--- config.mk ---
export PLATFORM = sky130hd
export DESIGN_NAME = lcd_timebase
export DESIGN_NICKNAME = d
export VERILOG_FILES = /design/src/rtl/lcd_timebase_pkg.sv /design/src/rtl/lcd_tick_div.sv /design/src/rtl/lcd_timebase.sv
export SDC_FILE = /design/constraint.sdc
export NUM_CORES = 1
export LEC_CHECK = 0
export BUFFER_PORTS_ARGS = -buffer_cell sky130_fd_sc_hd__clkbuf_2
export CAP_MARGIN = 30
export CORE_UTILIZATION = 45
export CTS_BUF_LIST = sky130_fd_sc_hd__clkbuf_2 sky130_fd_sc_hd__clkbuf_4 sky130_fd_sc_hd__clkbuf_8
export CTS_CLUSTER_SIZE = 20
export DETAILED_ROUTE_END_ITERATION = 16
export SKIP_CTS_REPAIR_TIMING = 1
export SLEW_MARGIN = 20
export SYNTH_ARGS = -nofsm -noshare
export SYNTH_HDL_FRONTEND = slang
export SYNTH_SLANG_ARGS = --single-unit
--- constraint.sdc ---
create_clock -name clk -period 4.4 [get_ports clk]
set_clock_uncertainty 0.2 [all_clocks]
set_input_delay 1.32 -clock clk [delete_from_list [all_inputs] [get_ports clk]]
set_output_delay 1.32 -clock clk [all_outputs]
set_load 0.005 [all_outputs]
--- src/rtl/lcd_timebase_pkg.sv ---
// Shared constants, types and helpers for the LCD timebase.
package lcd_timebase_pkg;

  // Smallest divisor that still gives a distinct low and high phase.
  localparam int MIN_DIV     = 2;
  localparam int DEFAULT_DIV = 6;

  // Delay timer states.
  typedef enum logic {
    DLY_IDLE = 1'b0,
    DLY_BUSY = 1'b1
  } dly_state_t;

  // Divisors of 0 or 1 cannot produce a square wave, so they become MIN_DIV.
  function automatic logic [31:0] clamp_div(input logic [31:0] v);
    if (v < 32'(MIN_DIV)) begin
      return 32'(MIN_DIV);
    end
    return v;
  endfunction

endpackage

--- src/rtl/lcd_tick_div.sv ---
// Runtime-programmable clock-enable divider: period counter, shadow/active
// divisor with wrap-aligned update, one-cycle tick and square-wave clk_out.
module lcd_tick_div #(
  parameter int DIV_WIDTH   = 16,
  parameter int DEFAULT_DIV = 6
) (
  input  logic                 clk,
  input  logic                 rst,
  input  logic                 en,
  input  logic [DIV_WIDTH-1:0] div_val,
  input  logic                 div_load,
  output logic                 div_pending,
  output logic                 tick,
  output logic                 clk_out,
  output logic                 wrap
);
  import lcd_timebase_pkg::*;

  localparam logic [DIV_WIDTH-1:0] ONE = DIV_WIDTH'(1);

  logic [DIV_WIDTH-1:0] cnt;
  logic [DIV_WIDTH-1:0] active_div;
  logic [DIV_WIDTH-1:0] shadow_div;
  logic [DIV_WIDTH-1:0] div_clamped;

  assign div_clamped = DIV_WIDTH'(clamp_div(32'(div_val)));

  // Last count of the period; only meaningful while the divider runs.
  assign wrap = en && (cnt == (active_div - ONE));

  // Period counter plus registered tick and square wave; all frozen when en=0.
  always_ff @(posedge clk or negedge rst) begin
    if (!rst) begin
      cnt     <= '0;
      tick    <= 1'b0;
      clk_out <= 1'b0;
    end else if (en) begin
      cnt     <= wrap ? '0 : cnt + ONE;
      tick    <= wrap;
      clk_out <= (cnt >= (active_div >> 1));
    end else begin
      tick    <= 1'b0;
    end
  end

  // A new divisor waits in the shadow until the current period completes;
  // a load on the wrap cycle itself takes priority and waits one more period.
  always_ff @(posedge clk or negedge rst) begin
    if (!rst) begin
      active_div  <= DIV_WIDTH'(DEFAULT_DIV);
      shadow_div  <= DIV_WIDTH'(DEFAULT_DIV);
      div_pending <= 1'b0;
    end else if (div_load) begin
      shadow_div  <= div_clamped;
      div_pending <= 1'b1;
    end else if (wrap && div_pending) begin
      active_div  <= shadow_div;
      div_pending <= 1'b0;
    end
  end

endmodule

--- src/rtl/lcd_timebase.sv ---
// HD44780 timebase: programmable tick divider plus a one-shot delay timer
// that counts divider ticks for power-on and command execution waits.
module lcd_timebase #(
  parameter int DIV_WIDTH   = 16,
  parameter int DELAY_WIDTH = 20,
  parameter int DEFAULT_DIV = lcd_timebase_pkg::DEFAULT_DIV
) (
  input  logic                   clk,
  input  logic                   rst,
  input  logic                   en,
  input  logic [DIV_WIDTH-1:0]   div_val,
  input  logic                   div_load,
  output logic                   div_pending,
  output logic                   tick,
  output logic                   clk_out,
  input  logic                   delay_start,
  input  logic [DELAY_WIDTH-1:0] delay_cycles,
  output logic                   delay_busy,
  output logic                   delay_done
);
  import lcd_timebase_pkg::*;

  localparam logic [DELAY_WIDTH-1:0] DONE_AT = DELAY_WIDTH'(1);

  logic                   wrap;
  dly_state_t             state;
  dly_state_t             state_nx;
  logic [DELAY_WIDTH-1:0] remaining;
  logic [DELAY_WIDTH-1:0] remaining_nx;
  logic                   done_nx;

  lcd_tick_div #(
    .DIV_WIDTH   (DIV_WIDTH),
    .DEFAULT_DIV (DEFAULT_DIV)
  ) u_div (
    .clk         (clk),
    .rst         (rst),
    .en          (en),
    .div_val     (div_val),
    .div_load    (div_load),
    .div_pending (div_pending),
    .tick        (tick),
    .clk_out     (clk_out),
    .wrap        (wrap)
  );

  assign delay_busy = (state == DLY_BUSY);

  // Delay next state: starts only from idle, counts down on wraps, and
  // raises done on the same edge that registers the final tick.
  always_comb begin
    state_nx     = state;
    remaining_nx = remaining;
    done_nx      = 1'b0;
    case (state)
      DLY_IDLE: begin
        if (delay_start) begin
          if (delay_cycles == '0) begin
            done_nx = 1'b1;
          end else begin
            remaining_nx = delay_cycles;
            state_nx     = DLY_BUSY;
          end
        end
      end
      DLY_BUSY: begin
        if (wrap) begin
          if (remaining == DONE_AT) begin
            done_nx      = 1'b1;
            remaining_nx = '0;
            state_nx     = DLY_IDLE;
          end else begin
            remaining_nx = remaining - DONE_AT;
          end
        end
      end
      default: begin
        state_nx     = DLY_IDLE;
        remaining_nx = '0;
      end
    endcase
  end

  // Delay state, countdown and done pulse registers.
  always_ff @(posedge clk or negedge rst) begin
    if (!rst) begin
      state      <= DLY_IDLE;
      remaining  <= '0;
      delay_done <= 1'b0;
    end else begin
      state      <= state_nx;
      remaining  <= remaining_nx;
      delay_done <= done_nx;
    end
  end

endmodule

==> results.yml <==
outcome:
  result_of_the_run: "complete, no violations"
hold_path:
  worstHoldStart: "u_div.shadow_div[15]"
  whs_path_depth: 1
  timing.hold.worst.class: "reg -> reg"
  holdPathEnd: "u_div.active_div[15]"
floorplanning:
  die_h_um: 103.6
  top_level_ports: 46
  floorplan.die_area_um2: 10740
  fp.coreArea_um2: 9910
  rows: 36
  die_x_um: 103.6
  floorplan.initialDensity_pct: 46.91
power_and_ir_drop:
  power.switching_mw: 0.6311
  power.share.switching_pct: 33.07
  share_clk_of_total_power_pct: 28.6
  cellInternalPower_mw: 1.277
  max-vdd-ir-drop_mv: 0.2506
  p_leak_nw: 2.297
  p_per_area_nw_per_um2: 366.3
  power.combinational.fraction_pct: 26.3
  p_total_mw: 1.908
  pwr-share-seq_pct: 45.1
clock_network:
  insertion_delay_ns: 0.35
  h-tree-depth: 3
  numCtsBuffers: 9
  clk_pin_slew_worst_paths_ns: 0.08
  tritoncts: "done"
  cts.path.max_buffers: 2
  cts-root-buf: "sky130_fd_sc_hd__clkbuf_8"
  clock_sinks: 73
global_route:
  initial_antenna_violation_count: 0
  grt_pass1_vias: 3842
  grt.total_usage_pct: 21.59
  grt_pass1_wl_um: 18690
  gr-total-overflow: 0
  grt_start_max_net_pins: 74
finish:
  drive_gt1_share_pct: 21.26
  area_delta_synth_final_pct: 12.06
  num-nets-final: 577
  antennaDiodeCount: 0
routing:
  detailedRoute.firstPassIterationCount: 5
  detail_route.iter0.violations: 219
  wl_um: 10700
  postRouteAntennaNets: 0
  dr_total_vias: 3817
  drt-vias-per-instance: 5.827
  post_drt_wl_per_cell_um: 16.33
  drc: 0
setup_path:
  critical_path_cell_count: 9
  timing.critical_path.buf_inv: 3
  timing.critical_path.slowest_stage_cell: "sky130_fd_sc_hd__nor4_1"
  ordered_list_of_cells_on_the_worst_path: "clkbuf_2 -> inv_1 -> nor4_1 -> nand4b_1 -> nor4_1 -> and3_4 -> and4b_1 -> buf_4 -> mux2_2"
  worst_ep_arrival_time_ns: 3.61
  cp.required_ns: 4.44
  cp_common_cell: "sky130_fd_sc_hd__nor4_1"
  count_of_cells_along_the_worst_register_to_register_path: 9
  setup.worst_path.start: "en"
  timing.critical_path.slowest_cell_delay_ns: 0.40
  crit_family: "simple AND/OR/NAND/NOR gates"
  worst_setup_path_end_kind: "flip-flop"
  crit-reg2reg-launch: "u_div.active_div[4]"
  crit_type: "in -> reg"
  reg2reg_slack_ns: 0.86
  critical_path_peak_fanout: 22
  critPathLaunchType: "input port"
  worstReg2RegEnd: "u_div.active_div[5]"
logic_synthesis:
  synth.most_common_cell: "sky130_fd_sc_hd__dfrtp_1"
  synth_area_leaders: "sky130_fd_sc_hd__dfrtp_1 37%, sky130_fd_sc_hd__ha_1 5.1%, sky130_fd_sc_hd__mux2_2 4.6%"
  synth.yosys.seq_area_share_pct: 39.41
  synth_commonest_cells: "69 x sky130_fd_sc_hd__dfrtp_1, 36 x sky130_fd_sc_hd__inv_1, 36 x sky130_fd_sc_hd__nor2_1"
  synth_ff_type: "sky130_fd_sc_hd__dfrtp_1"
  synthesis.yosys.warnings: 0
  synth_async_reset_ratio_pct: 100.0
  edff_count_synth: 0
  synthesis.area_per_instance_um2: 9.745
  synth.largest_area_cell: "sky130_fd_sc_hd__dfrtp_1"
  ys_ff_latch: 73
  yosys.cell_types.count: 64
  synth_cells: 477
  syn-num-nets: 537
  netlist.area_leader.share_pct: 37.15
  syn_area_um2: 4648
sta:
  report.final.setup_viol: 0
  timing_max_transition_violations_final: 0
  totalNegativeSetupSlack_ns: 0
  timing.max_slew.rel_slack_pct: 37.59
  setup_repair_after_global_routing_missed_its_margin: "false"
  timing.final.crit_period_ns: 3.568
  worst-slew-pin-transition_ns: 0.9291
  period_share_pct: 81.10
  finalHoldViolCount: 0
  fmaxAchievable_mhz: 280.2
  worst_slack_ns: 0.8317
job:
  max_cap_viol_count: 0
placed_design:
  dp_worst_setup_slack_ns: 0.5001
  numPortBuffers: 45
  dpl_wire_length_um: 7774
  globalplace.congestion: 0.8110
==> stage by stage <==
stage               util [%]  std cells  instance area (um2)  hold slack, ns
floorplan                  -        477                 4648          0.2602
global placement       50.10        637                 4965          0.2748
detailed placement     50.18        638                 4972          0.2833
CTS                    52.29        654                 5181          0.3067
global route           52.56        655                 5209          0.3379
finish                 52.56        655                 5209          0.2989
==> final cells by class <==
cell class              count  area (um2)
clock buffers              11       145.1
fillers                   928        4701
clock inverters             5       63.81
repair buffers             52       300.3
well taps                 133       166.4
flip-flops and latches     73        1832
multi-input cells         345        2566
inverters                  36       135.1
==> power by group through the flow <==
| stage | combinational, mW | sequential [mW] | clock [mW] |
|---|---|---|---|
| after global placement | 0.483 | 0.869 | 0 |
| after floorplan | 0.385 | 0.835 | 0 |
| after global routing | 0.572 | 0.875 | 0.596 |
| after detailed placement | 0.496 | 0.868 | 0 |
| after CTS | 0.497 | 0.858 | 0.563 |
| final | 0.502 | 0.861 | 0.545 |
==> state kept, by name, indices dropped and copies added, names as in the netlist <==
register and cells:
u_div.tick 1, delay_done 1, u_div.active_div 16, u_div.clk_out 1, u_div.shadow_div 16, u_div.cnt 16
remaining 20, u_div.div_pending 1, delay_busy 1
==> metal layers <==
layer | GRT usage, % | part of all wire (%)
met1 | 31.09 | 50
met2 | 31.78 | 43
met3 | 4.531 | 5.1
met4 | 7.867 | 1.6
met5 | 0 | 0
==> placed cells by master, fill, tap and decap left out, drive strengths merged, types with 18 or more instances in the layout <==
cell type | synthesis | layout
clkbuf | 13 | 55
nand2 | 28 | 28
xnor2 | 23 | 23
nor4 | 18 | 18
mux2 | 31 | 31
nor2 | 36 | 36
nand3 | 18 | 18
nand4 | 21 | 21
ha | 19 | 19
dfrtp | 69 | 69
inv | 36 | 37
==> cells by family after synthesis <==
group	Yosys count	synth area share, %
xor gates and xnor gates	33	6.218
buffers and inverters	59	5.384
DFF	73	39.41
muxes	32	8.452
AOI/OAI and AO/OA	86	14.56
adders and majority gates	19	5.114
and+or+nand+nor	175	20.86
==> worst max-delay path by stage <==
stage                                       to  slack (ns)
after floorplan           u_div.active_div[10]        1.11
after global placement     u_div.active_div[3]        0.60
after detailed placement   u_div.active_div[3]        0.50
after CTS                  u_div.active_div[3]        0.83
after global routing       u_div.active_div[3]        0.59
final                      u_div.active_div[5]        0.83
Power figures use the tool's default switching activity.
